`src/rtl/keypad_pkg.sv`:
```
// Shared types and helpers for the 4x4 keypad scan controller.
// Holds the FSM state enum, matrix geometry and the column decoder.
package keypad_pkg;

   localparam int NUM_ROWS = 4;
   localparam int NUM_COLS = 4;
   localparam int KEY_W    = 4;

   typedef enum logic [2:0] {
      DRIVE,
      SAMPLE,
      DEB_PRESS,
      HELD,
      DEB_REL
   } state_e;

   typedef struct packed {
      logic       one;
      logic [1:0] idx;
   } col_hit_t;

   // Flags a pattern with exactly one low column and encodes its index.
   function automatic col_hit_t col_decode(input logic [NUM_COLS-1:0] c);
      col_hit_t h;
      h.one = 1'b1;
      h.idx = 2'd0;
      case (c)
         4'b1110: h.idx = 2'd0;
         4'b1101: h.idx = 2'd1;
         4'b1011: h.idx = 2'd2;
         4'b0111: h.idx = 2'd3;
         default: h.one = 1'b0;
      endcase
      return h;
   endfunction

endpackage

```
`src/rtl/sync_2ff.sv`:
```
// Two-flop synchronizer, resets to all ones (idle level of active-low pins).
// Ports: clk, rst_n (async, active-low), d_i (async input), q_o (synced).
module sync_2ff #(
   parameter int W = 4
) (
   input  logic         clk,
   input  logic         rst_n,
   input  logic [W-1:0] d_i,
   output logic [W-1:0] q_o
);

   logic [W-1:0] meta_q;
   logic [W-1:0] sync_q;

   always_ff @(posedge clk or negedge rst_n) begin
      if (!rst_n) begin
         meta_q <= '1;
         sync_q <= '1;
      end else begin
         meta_q <= d_i;
         sync_q <= meta_q;
      end
   end

   assign q_o = sync_q;

endmodule

```
`src/rtl/keypad_scan_ctrl.sv`:
```
// 4x4 keypad scanner: row drive, column sampling, press/release debounce.
// Ports: clk, reset (async low), cols (raw, active-low), rows (active-low
// drive), key_valid (accept pulse), key_code {row,col}, key_held.
module keypad_scan_ctrl
   import keypad_pkg::*;
#(
   parameter int SETTLE_CYCLES   = 4,
   parameter int DEBOUNCE_CYCLES = 60000
) (
   input  logic                clk,
   input  logic                reset,
   input  logic [NUM_COLS-1:0] cols,
   output logic [NUM_ROWS-1:0] rows,
   output logic                key_valid,
   output logic [KEY_W-1:0]    key_code,
   output logic                key_held
);

   localparam int CNT_W = $clog2(DEBOUNCE_CYCLES + 1);
   localparam logic [CNT_W-1:0] SETTLE_LAST = CNT_W'(SETTLE_CYCLES - 1);
   // The SAMPLE cycle (or the HELD cycle that saw the release) is the
   // first stable sample, so the counter stops one short of the total.
   localparam logic [CNT_W-1:0] DEB_LAST = CNT_W'(DEBOUNCE_CYCLES - 2);
   localparam logic [CNT_W-1:0] CNT_MAX  = '1;

   state_e              state_q, state_d;
   logic [CNT_W-1:0]    cnt_q, cnt_d, cnt_inc;
   logic [1:0]          row_q, row_d;
   logic [1:0]          col_q, col_d;
   logic [NUM_COLS-1:0] pat_q, pat_d;
   logic [KEY_W-1:0]    code_q, code_d;
   logic                valid_q, valid_d;
   logic [NUM_COLS-1:0] cols_s;
   col_hit_t            hit;

   sync_2ff #(
      .W(NUM_COLS)
   ) u_sync (
      .clk  (clk),
      .rst_n(reset),
      .d_i  (cols),
      .q_o  (cols_s)
   );

   assign hit     = col_decode(cols_s);
   assign cnt_inc = (cnt_q == CNT_MAX) ? cnt_q : cnt_q + CNT_W'(1);

   always_comb begin
      state_d = state_q;
      cnt_d   = cnt_q;
      row_d   = row_q;
      col_d   = col_q;
      pat_d   = pat_q;
      code_d  = code_q;
      valid_d = 1'b0;
      unique case (state_q)
         DRIVE: begin
            if (cnt_q == SETTLE_LAST) begin
               cnt_d   = '0;
               state_d = SAMPLE;
            end else begin
               cnt_d = cnt_inc;
            end
         end
         SAMPLE: begin
            cnt_d = '0;
            if (hit.one) begin
               col_d   = hit.idx;
               pat_d   = cols_s;
               state_d = DEB_PRESS;
            end else begin
               row_d   = row_q + 2'd1;
               state_d = DRIVE;
            end
         end
         DEB_PRESS: begin
            if (cols_s != pat_q) begin
               cnt_d   = '0;
               state_d = DRIVE;
            end else if (cnt_q == DEB_LAST) begin
               cnt_d   = '0;
               state_d = HELD;
               valid_d = 1'b1;
               code_d  = {row_q, col_q};
            end else begin
               cnt_d = cnt_inc;
            end
         end
         HELD: begin
            if (cols_s == '1) begin
               cnt_d   = '0;
               state_d = DEB_REL;
            end
         end
         DEB_REL: begin
            if (cols_s != '1) begin
               cnt_d   = '0;
               state_d = HELD;
            end else if (cnt_q == DEB_LAST) begin
               cnt_d   = '0;
               row_d   = row_q + 2'd1;
               state_d = DRIVE;
            end else begin
               cnt_d = cnt_inc;
            end
         end
         default: begin
            cnt_d   = '0;
            state_d = DRIVE;
         end
      endcase
   end

   always_ff @(posedge clk or negedge reset) begin
      if (!reset) begin
         state_q <= DRIVE;
         cnt_q   <= '0;
         row_q   <= 2'd0;
         col_q   <= 2'd0;
         pat_q   <= '1;
         code_q  <= '0;
         valid_q <= 1'b0;
      end else begin
         state_q <= state_d;
         cnt_q   <= cnt_d;
         row_q   <= row_d;
         col_q   <= col_d;
         pat_q   <= pat_d;
         code_q  <= code_d;
         valid_q <= valid_d;
      end
   end

   always_comb begin
      rows        = '1;
      rows[row_q] = 1'b0;
   end

   assign key_valid = valid_q;
   assign key_code  = code_q;
   assign key_held  = (state_q == HELD) || (state_q == DEB_REL);

endmodule

```
`config.mk`:
```
export PLATFORM = sky130hd
export DESIGN_NAME = keypad_scan_ctrl
export DESIGN_NICKNAME = d
export VERILOG_FILES = /design/src/rtl/keypad_pkg.sv /design/src/rtl/sync_2ff.sv /design/src/rtl/keypad_scan_ctrl.sv
export SDC_FILE = /design/constraint.sdc
export NUM_CORES = 1
export LEC_CHECK = 0
export BUFFER_PORTS_ARGS = -buffer_cell sky130_fd_sc_hd__buf_2
export CORE_MARGIN = 8
export CORE_UTILIZATION = 30
export DETAILED_ROUTE_END_ITERATION = 12
export HOLD_SLACK_MARGIN = 0.12
export SKIP_CTS_REPAIR_TIMING = 1
export SLEW_MARGIN = 10
export SYNTH_ARGS = -nofsm -noshare
export SYNTH_HDL_FRONTEND = slang
export SYNTH_SLANG_ARGS = --single-unit
```
`constraint.sdc`:
```
create_clock -name clk -period 3 [get_ports clk]
set_clock_uncertainty 0.15 [all_clocks]
set_input_delay 0 -clock clk [delete_from_list [all_inputs] [get_ports clk]]
set_output_delay 0 -clock clk [all_outputs]
set_load 0.005 [all_outputs]
```
# Yosys cells after proc, flatten, opt, wreduce, memory -nomap -nowiden
# Cells that the tools add are included.
[word_totals]
regBits = 40
latch_bits = 0
ramBits = 0
rom_bits = 0
input_bits = 6
output_inout_bits = 10
wordCells = 71
mem_count = 0
[classes]
n_addsub = 2
mul = 0
n_div = 0
order_cmp = 2
n_eq_ne = 21
shifts = 0
muxes = 26
bitwise_logic = 2
n_reduce_logical = 9
[op_table]
columns = ["cell", "count"]
rows = [
  ["$mux 16", 6],
  ["$pmux 16 s4", 1],
  ["$eq 16x16->1 const B", 2],
  ["$mux 3", 6],
  ["$add 16x1->16 const B", 1],
  ["$eq 16x2->1 const B", 1],
  ["$eq 4x4->1 const B", 4],
  ["$pmux 3 s5", 1],
  ["$ne 2x2->1 const B", 5],
  ["$mux 2", 4],
  ["$reduce_and 4->1", 2],
  ["$eq 3x2->1 const B", 2],
  ["$ne 3x3->1 const B", 2],
  ["$pmux 2 s3", 1],
  ["$mux 1", 5],
  ["$eq 4x3->1 const B", 1],
  ["$ne 4x4->1", 1],
  ["$ne 4x4->1 const B", 1],
  ["$not 4->4", 1],
  ["$pmux 2 s2", 1],
  ["$reduce_or 4->1", 1],
  ["$eq 3x1->1 const B", 1],
  ["$eq 3x3->1 const B", 1],
  ["$logic_not 3->1", 1],
  ["10 further kinds", 10],
]

# Depth between registers and ports, before layout
# Gate-level depths: netlist of run 1.
[logic_depth]
ltp_word = 5
ltp_mapped = 9
ltp_nobuf = 8

# By module
# From an unflattened synthesis of run 1, not the netlist that was laid out.
[unflattened]
hier_cells = 225
area_unflattened_um2 = 2192.1
[modules_own_cells]
columns = ["module", "n_inst", "cells_per_inst", "area_each_um2", "seq_area_each_um2"]
rows = [
  ["keypad_scan_ctrl", 1, 217, 1981.9, 805.8],
  ["sync_2ff", 1, 8, 210.2, 210.2],
]

# Worst setup path after synthesis of run 1
# No wires, ideal clock.
[synth_path]
kind = "register -> register"
start = "register cnt_q[5]"
end = "register row_q[1]"
setup_ns = 0.127
t_arrival_ns = 2.200
required_ns = 2.723
slack_ns = 0.523
path_stages_with_launch = 7
path_buffers = 1
synth_period_minus_slack_ns = 2.477
cell_sequence = "dfrtp_1 > buf_6 > or4_4 > or4_4 > nor3_2 > o211a_1 > mux2_1"
[synth_between]
elab_chain_cells = 3
[synth_lines]
columns = ["element", "line_no", "source"]
rows = [
  ["start, declared", "keypad_scan_ctrl.sv:27", "logic [CNT_W-1:0] cnt_q, cnt_d, cnt_inc;"],
  ["start signal, assigned", "keypad_scan_ctrl.sv:125", "cnt_q <= cnt_d;"],
  ["$eq 16x16->1", "keypad_scan_ctrl.sv:99", "end else if (cnt_q == DEB_LAST) begin"],
  ["$ne 2x2->1 (no line)", "--", ""],
  ["$reduce_and 4->1 (no line)", "--", ""],
  ["end signal, assigned", "keypad_scan_ctrl.sv:126", "row_q <= row_d;"],
  ["end, declared", "keypad_scan_ctrl.sv:28", "logic [1:0] row_q, row_d;"],
]
# No other way between the ends.
# A chain may end at the register's enable or synchronous reset.

# Worst setup path after layout of run 1
[layout_path]
start = "register cnt_q[5]"
end = "register cnt_q[11]"
[layout_between]
elab_chain_cells = 5
word_cells_on_any_way = 10
classes_between = "1 x add/sub; 3 x eq/ne; 6 x mux"
[layout_lines]
columns = ["element", "line_no", "source"]
rows = [
  ["$add 16x1->16 or $eq 16x16->1 (tied branches)", "keypad_scan_ctrl.sv:46", "assign cnt_inc = (cnt_q == CNT_MAX) ? cnt_q : cnt_q + CNT_W'(1);"],
  ["$mux 16", "keypad_scan_ctrl.sv:46", ""],
  ["$mux 16", "keypad_scan_ctrl.sv:80, keypad_scan_ctrl.sv:99", ""],
  ["$mux 16 (on tied branches)", "keypad_scan_ctrl.sv:96, keypad_scan_ctrl.sv:77", ""],
  ["$pmux 16 s4 (*)", "keypad_scan_ctrl.sv:56", "unique case (state_q)"],
]
# Mark *: on every way between the ends. The rest lies on a longest branch, timed or not.

==> results of run 1 <==
final cells by class:
cell class	instances	area share, %
clock buffer	6	3.74
clock inverter	2	0.599
inverter	13	1.95
multi-input combinational	164	41.8
sequential	40	40.5
tap	99	4.94
timing repair buffer	23	6.39
layer usage:
layer | up-vias | global-route usage [%] | routed length [microns]
met5 | - | 0 | 0
met4 | 0 | 3.44 | 57
met3 | 4 | 2.54 | 186
met2 | 33 | 14.7 | 2080
met1 | 846 | 12.5 | 2230
li1 | 877 | - | -
worst max-delay path, stage by stage (launching register included):
cell and delay (ns):
dfrtp_1 0.49, or4_4 0.59, nor4_2 0.30, or3_1 0.16, o211ai_1 0.17, buf_12 0.23
and3_1 0.17, a221o_1 0.25
cell usage after synthesis (3+ instances only):
master    number  share of area, %
a41oi_1        4               1.6
xor2_1         4               1.6
nor3_1         5               1.1
inv_1         13               2.2
ha_1           6               3.5
nand4_1        8               2.3
clkbuf_1      10               1.7
nand3_1       14               3.2
mux2_2         6               3.1
and3_1         3              0.86
dfstp_2       12                14
a31oi_1       15               4.3
nand2_1       22               3.8
o21ai_0       11               2.5
or3_1          4               1.1
o31ai_1        3               1.0
nor2_1        14               2.4
dfrtp_1       28                32
o211ai_1       3               1.0
a21oi_1       12               2.8
registers in the layout (all words and copies together), names as in the netlist:
register       cells
u_sync.meta_q      4
key_code           4
u_sync.q_o         4
pat_q              4
key_valid          1
state_q            3
col_q              2
row_q              2
cnt_q             16
final timing paths:
path / start / end / slack (ns) / depth (start not counted)
hold reg to reg: u_sync.meta_q[2]$_DFF_PN1_ / u_sync.q_o[2]$_DFF_PN1_ / 0.21 / 0
hold / removal: cols[2] / u_sync.meta_q[2]$_DFF_PN1_ / 0.20 / 2
max in group asynchronous: reset / key_code[0]$_DFFE_PN0P_ / 1.94 / 2
setup / recovery: cnt_q[5]$_DFFE_PN0P_ / cnt_q[11]$_DFFE_PN0P_ / 0.39 / 7
min in group asynchronous: reset / cnt_q[14]$_DFFE_PN0P_ / 0.22 / 2
setup reg to reg: cnt_q[5]$_DFFE_PN0P_ / cnt_q[11]$_DFFE_PN0P_ / 0.39 / 7
power breakdown:
part	total [mW]	switching (mW)	internal, mW
logic	0.519	0.284	0.234
registers	0.757	0.107	0.651
clock network	0.424	0.206	0.218
per-stage QoR:
step	std cells	worst slack (ns)	utilization, %
detailed placement	334	0.424	32.9
finish	347	0.385	35.1
CTS	342	0.415	34.4
global placement	334	0.472	32.9
floorplan	231	0.523	-
global route	347	0.256	35.1
logic make-up after synthesis:
kind of cell	count (synthesis)	share of synthesized area [%]
adders and majority gates	6	3.45
xor gates and xnor gates	6	2.42
muxes	8	4.08
DFF	40	46.7
and+or+nand+nor	87	21.6
AOI/OAI and AO/OA	57	16.7
buffers and inverters	27	5.12
cells in the final DEF, fill, tap and decap left out, drive strengths merged, types with 5 or more instances in the layout:
cell type    instances
dfrtp               28
nand2               22
buf                 18
a31oi               15
nor2                15
inv                 15
nand3               14
a21oi               12
dfstp               12
o21ai               11
nand4                8
mux2                 7
ha                   6
nor3                 6
clkbuf               6
dlygate4sd3          5
==> run summary, run 1 <==
Outcome: completed
Worst-margin pin slew: 0.872 ns
EDFF count, synth: 0
Initial Util: 30.5%
Number of iterations in the first detailed-routing pass: 4
Pwr dens: 678 nW/um^2
Sequential element share of the synthesized area: 46.7%
CTS Buf Count: 5
Max_cap viols: 0
Root Driver: clkbuf_8
Fin nets: 259
Gpl congestion: 0.791
Die X: 101 microns
Peak Freq: 0.382 GHz
FILL cells: 739
Worst EP required: 3.04 ns
DIE HEIGHT: 101 microns
TritonCTS clock tree: done
Top FF cell, synth: dfrtp_1
Worst slew margin: 41.9%
Clk Latency, worst-skew pair: 0.29 ns
Synth Register Bits: 40
Post-synthesis cell area: 2180 sq um
Largest net degree at the start of global routing: 41
Synth Warn #: 0
DR WL/cell: 13.1 microns
Setup crit end kind: flip-flop
Maximum root-to-sink buffer count: 2
Standby leakage power: 1.05 nW
Hpwl dp: 3100 microns
Site Rows: 31
Syn avg cell area: 9.42 sq um
Mapped Cells: 231
Port Buffers: 15
Arr. time, crit path: 2.65 ns
# DRC: 0
First-pass GRT wire length: 7940 microns
Fin. max-slew vios: 0
Hold Vio Cnt, Final: 0
Synth cell types: 46
Reg clk slew, reported paths: 0.09 ns
Number of H-tree levels: 2
Clk sinks: 40
Final min period: 2.61 ns
Crit start category: flip-flop
Layout Area Growth over Synthesis: 15.2%
Avg Vias per Cell: 5.07
Share of cells above drive strength 1: 21.4%
Area after DPL: 2350 sq um
Die ar.: 10200 sq um
Iter 0 DRT Violations: 136
Min-Delay Path Class: in2reg
Vias in the first global route: 1636
Tot GR Track Use: 9.54%
Multi-input gate area: 1050 sq um
Reg area: 1020 sq um
Setup tns final: 0 ns
Setup violators final: 0
Vias: 1760
Syn_nets: 243
Total power: 1.70 mW
Antenna cells: 0
Peak supply drop: 0.244 mV
Antenna viol nets, final: 0
WS Path Type: reg2reg
Initial antenna violation count: 0
Post-Layout Inst Area: 2510 sq um
Core area: 7140 sq um
Num ports: 16
CP Max Fanout: 30
Post-synth ARST share: 100%
WHS: 0.200 ns
Final WL: 4550 microns
RSZ-0062 raised after global routing: no
Fin crit share: 87.2%
Remaining Overflow, GRT: 0
Note: power is estimated with default switching activity, not from simulation.
==> inputs of run 2 (changes only) <==
CORE_UTILIZATION = 59   (was 30)
CTS_BUF_LIST = sky130_fd_sc_hd__clkbuf_16   (was not set)
PLACE_DENSITY = 0.78   (was not set)
==> run summary, run 2 (same netlist as run 1, synthesis figures left out) <==
Final WS setup: 0.402 ns (was 0.385 ns)
Port Buffers: 15 (unchanged)
DIE HEIGHT: 76.7 microns (was 101 microns)
Peak supply drop: 0.468 mV (was 0.244 mV)
Worst EP required: 3.02 ns (was 3.04 ns)
Dpl ws: 0.437 ns (was 0.424 ns)
Number of H-tree levels: 2 (unchanged)
Final min period: 2.60 ns (was 2.61 ns)
Fin crit share: 86.6% (was 87.2%)
DR WL/cell: 15.9 microns (was 13.1 microns)
Antenna viol nets, final: 0 (unchanged)
Setup crit end kind: flip-flop (unchanged)
CTS Buf Count: 5 (unchanged)
RSZ-0062 raised after global routing: no (unchanged)
Antenna cells: 0 (unchanged)
Initial antenna violation count: 0 (unchanged)
Standby leakage power: 1.09 nW (was 1.05 nW)
Fin. max-slew vios: 0 (unchanged)
Initial Util: 60.3% (was 30.5%)
Num ports: 16 (unchanged)
Share of cells above drive strength 1: 21.7% (was 21.4%)
Site Rows: 22 (was 31)
Avg Vias per Cell: 6.07 (was 5.07)
Peak Freq: 0.385 GHz (was 0.382 GHz)
WHS: 0.203 ns (was 0.200 ns)
Number of iterations in the first detailed-routing pass: 4 (unchanged)
Largest Register: cnt_q (unchanged)
Outcome: completed (unchanged)
Gpl congestion: 0.860 (was 0.791)
Hold Vio Cnt, Final: 0 (unchanged)
Die ar.: 5890 sq um (was 10200 sq um)
Pwr dens: 804 nW/um^2 (was 678 nW/um^2)
Clk sinks: 40 (unchanged)
FILL cells: 300 (was 739)
Area after DPL: 2280 sq um (was 2350 sq um)
Core area: 3610 sq um (was 7140 sq um)
Post-Layout Inst Area: 2540 sq um (was 2510 sq um)
Reg area: 1020 sq um (unchanged)
TritonCTS clock tree: done (unchanged)
Maximum root-to-sink buffer count: 2 (unchanged)
Worst slew margin: 43.6% (was 41.9%)
First-pass GRT wire length: 8060 microns (was 7940 microns)
Clk Latency, worst-skew pair: 0.28 ns (was 0.29 ns)
Arr. time, crit path: 2.61 ns (was 2.65 ns)
Setup tns final: 0 ns (unchanged)
Layout Area Growth over Synthesis: 16.9% (was 15.2%)
CP Max Fanout: 10 (was 30)
Largest net degree at the start of global routing: 41 (unchanged)
# DRC: 0 (unchanged)
Tot GR Track Use: 16.6% (was 9.54%)
Iter 0 DRT Violations: 144 (was 136)
Hpwl dp: 3180 microns (was 3100 microns)
Max_cap viols: 0 (unchanged)
WS Path Type: reg2reg (unchanged)
Final WL: 4720 microns (was 4550 microns)
Setup violators final: 0 (unchanged)
Min-Delay Path Class: reg2reg (was in2reg)
Vias in the first global route: 1671 (was 1636)
Remaining Overflow, GRT: 0 (unchanged)
Commonest non-fill, non-tap cell in the layout: dfrtp_1 (unchanged)
Root Driver: clkbuf_16 (was clkbuf_8)
Worst-margin pin slew: 0.846 ns (was 0.872 ns)
Commonest non-fill, non-tap cells in the layout: dfrtp_1, nand2_1, a31oi_1, buf_2 (unchanged)
Max FFs per register: 16 (unchanged)
Die X: 76.7 microns (was 101 microns)
Multi-input gate area: 1050 sq um (unchanged)
Reg clk slew, reported paths: 0.06 ns (was 0.09 ns)
Fin nets: 260 (was 259)
Vias: 1802 (was 1760)
Crit start category: flip-flop (unchanged)
## run 2: cell count changes in the layout (fill, tap and decap cells not counted), sizes merged
cell,delta
clkbuf,-1
buf,+1
bufinv,+3
inv,-2
## run 2: worst paths after layout
path | startpoint | end | slack (ns) | cells after the start
setup reg to reg | cnt_q[5]$_DFFE_PN0P_ | row_q[1]$_DFFE_PN0P_ | 0.40 | 5
hold / removal | u_sync.meta_q[2]$_DFF_PN1_ | u_sync.q_o[2]$_DFF_PN1_ | 0.20 | 0
hold reg to reg | u_sync.meta_q[2]$_DFF_PN1_ | u_sync.q_o[2]$_DFF_PN1_ | 0.20 | 0
min in group asynchronous | reset | cnt_q[14]$_DFFE_PN0P_ | 0.22 | 2
max in group asynchronous | reset | cnt_q[3]$_DFFE_PN0P_ | 1.94 | 2
setup / recovery | cnt_q[5]$_DFFE_PN0P_ | row_q[1]$_DFFE_PN0P_ | 0.40 | 5
## run 2: per-layer routing
metal  wire length [microns]  track usage, %  share of wire (%)
met5                       0               0                  0
met4                      61            5.96                1.3
met3                     303            4.08                6.4
met2                    2280            25.6                 48
met1                    2070            22.1                 44
## run 2: layout make-up
type / count / share of cell area [%]
sequential: 40 / 39.9
clock inverter: 3 / 3.54
tap: 48 / 2.36
timing repair buffer: 24 / 6.10
inverter: 13 / 1.92
clock buffer: 5 / 4.92
multi-input combinational: 164 / 41.2
## run 2: critical path, stage by stage, from the launching register on
cell     delay (ns)
dfrtp_1        0.48
or4_4          0.59
or4_4          0.55
nor3_2         0.18
o211a_1        0.21
mux2_1         0.33
## run 2: through the flow
stage	instances	total power [mW]	utilization, %
after floorplan	231	1.13	-
after global placement	284	1.26	63.2
after detailed placement	284	1.28	63.2
after CTS	292	2.05	69.2
after global routing	297	2.16	70.5
final	297	2.05	70.5
## run 2: power breakdown
group	switching (mW)	internal, mW	total (mW)	leakage, nW
sequential	0.109	0.652	0.761	0.501
combinational	0.291	0.226	0.517	0.489
clock	0.207	0.560	0.768	0.104
total	0.608	1.44	2.05	1.09
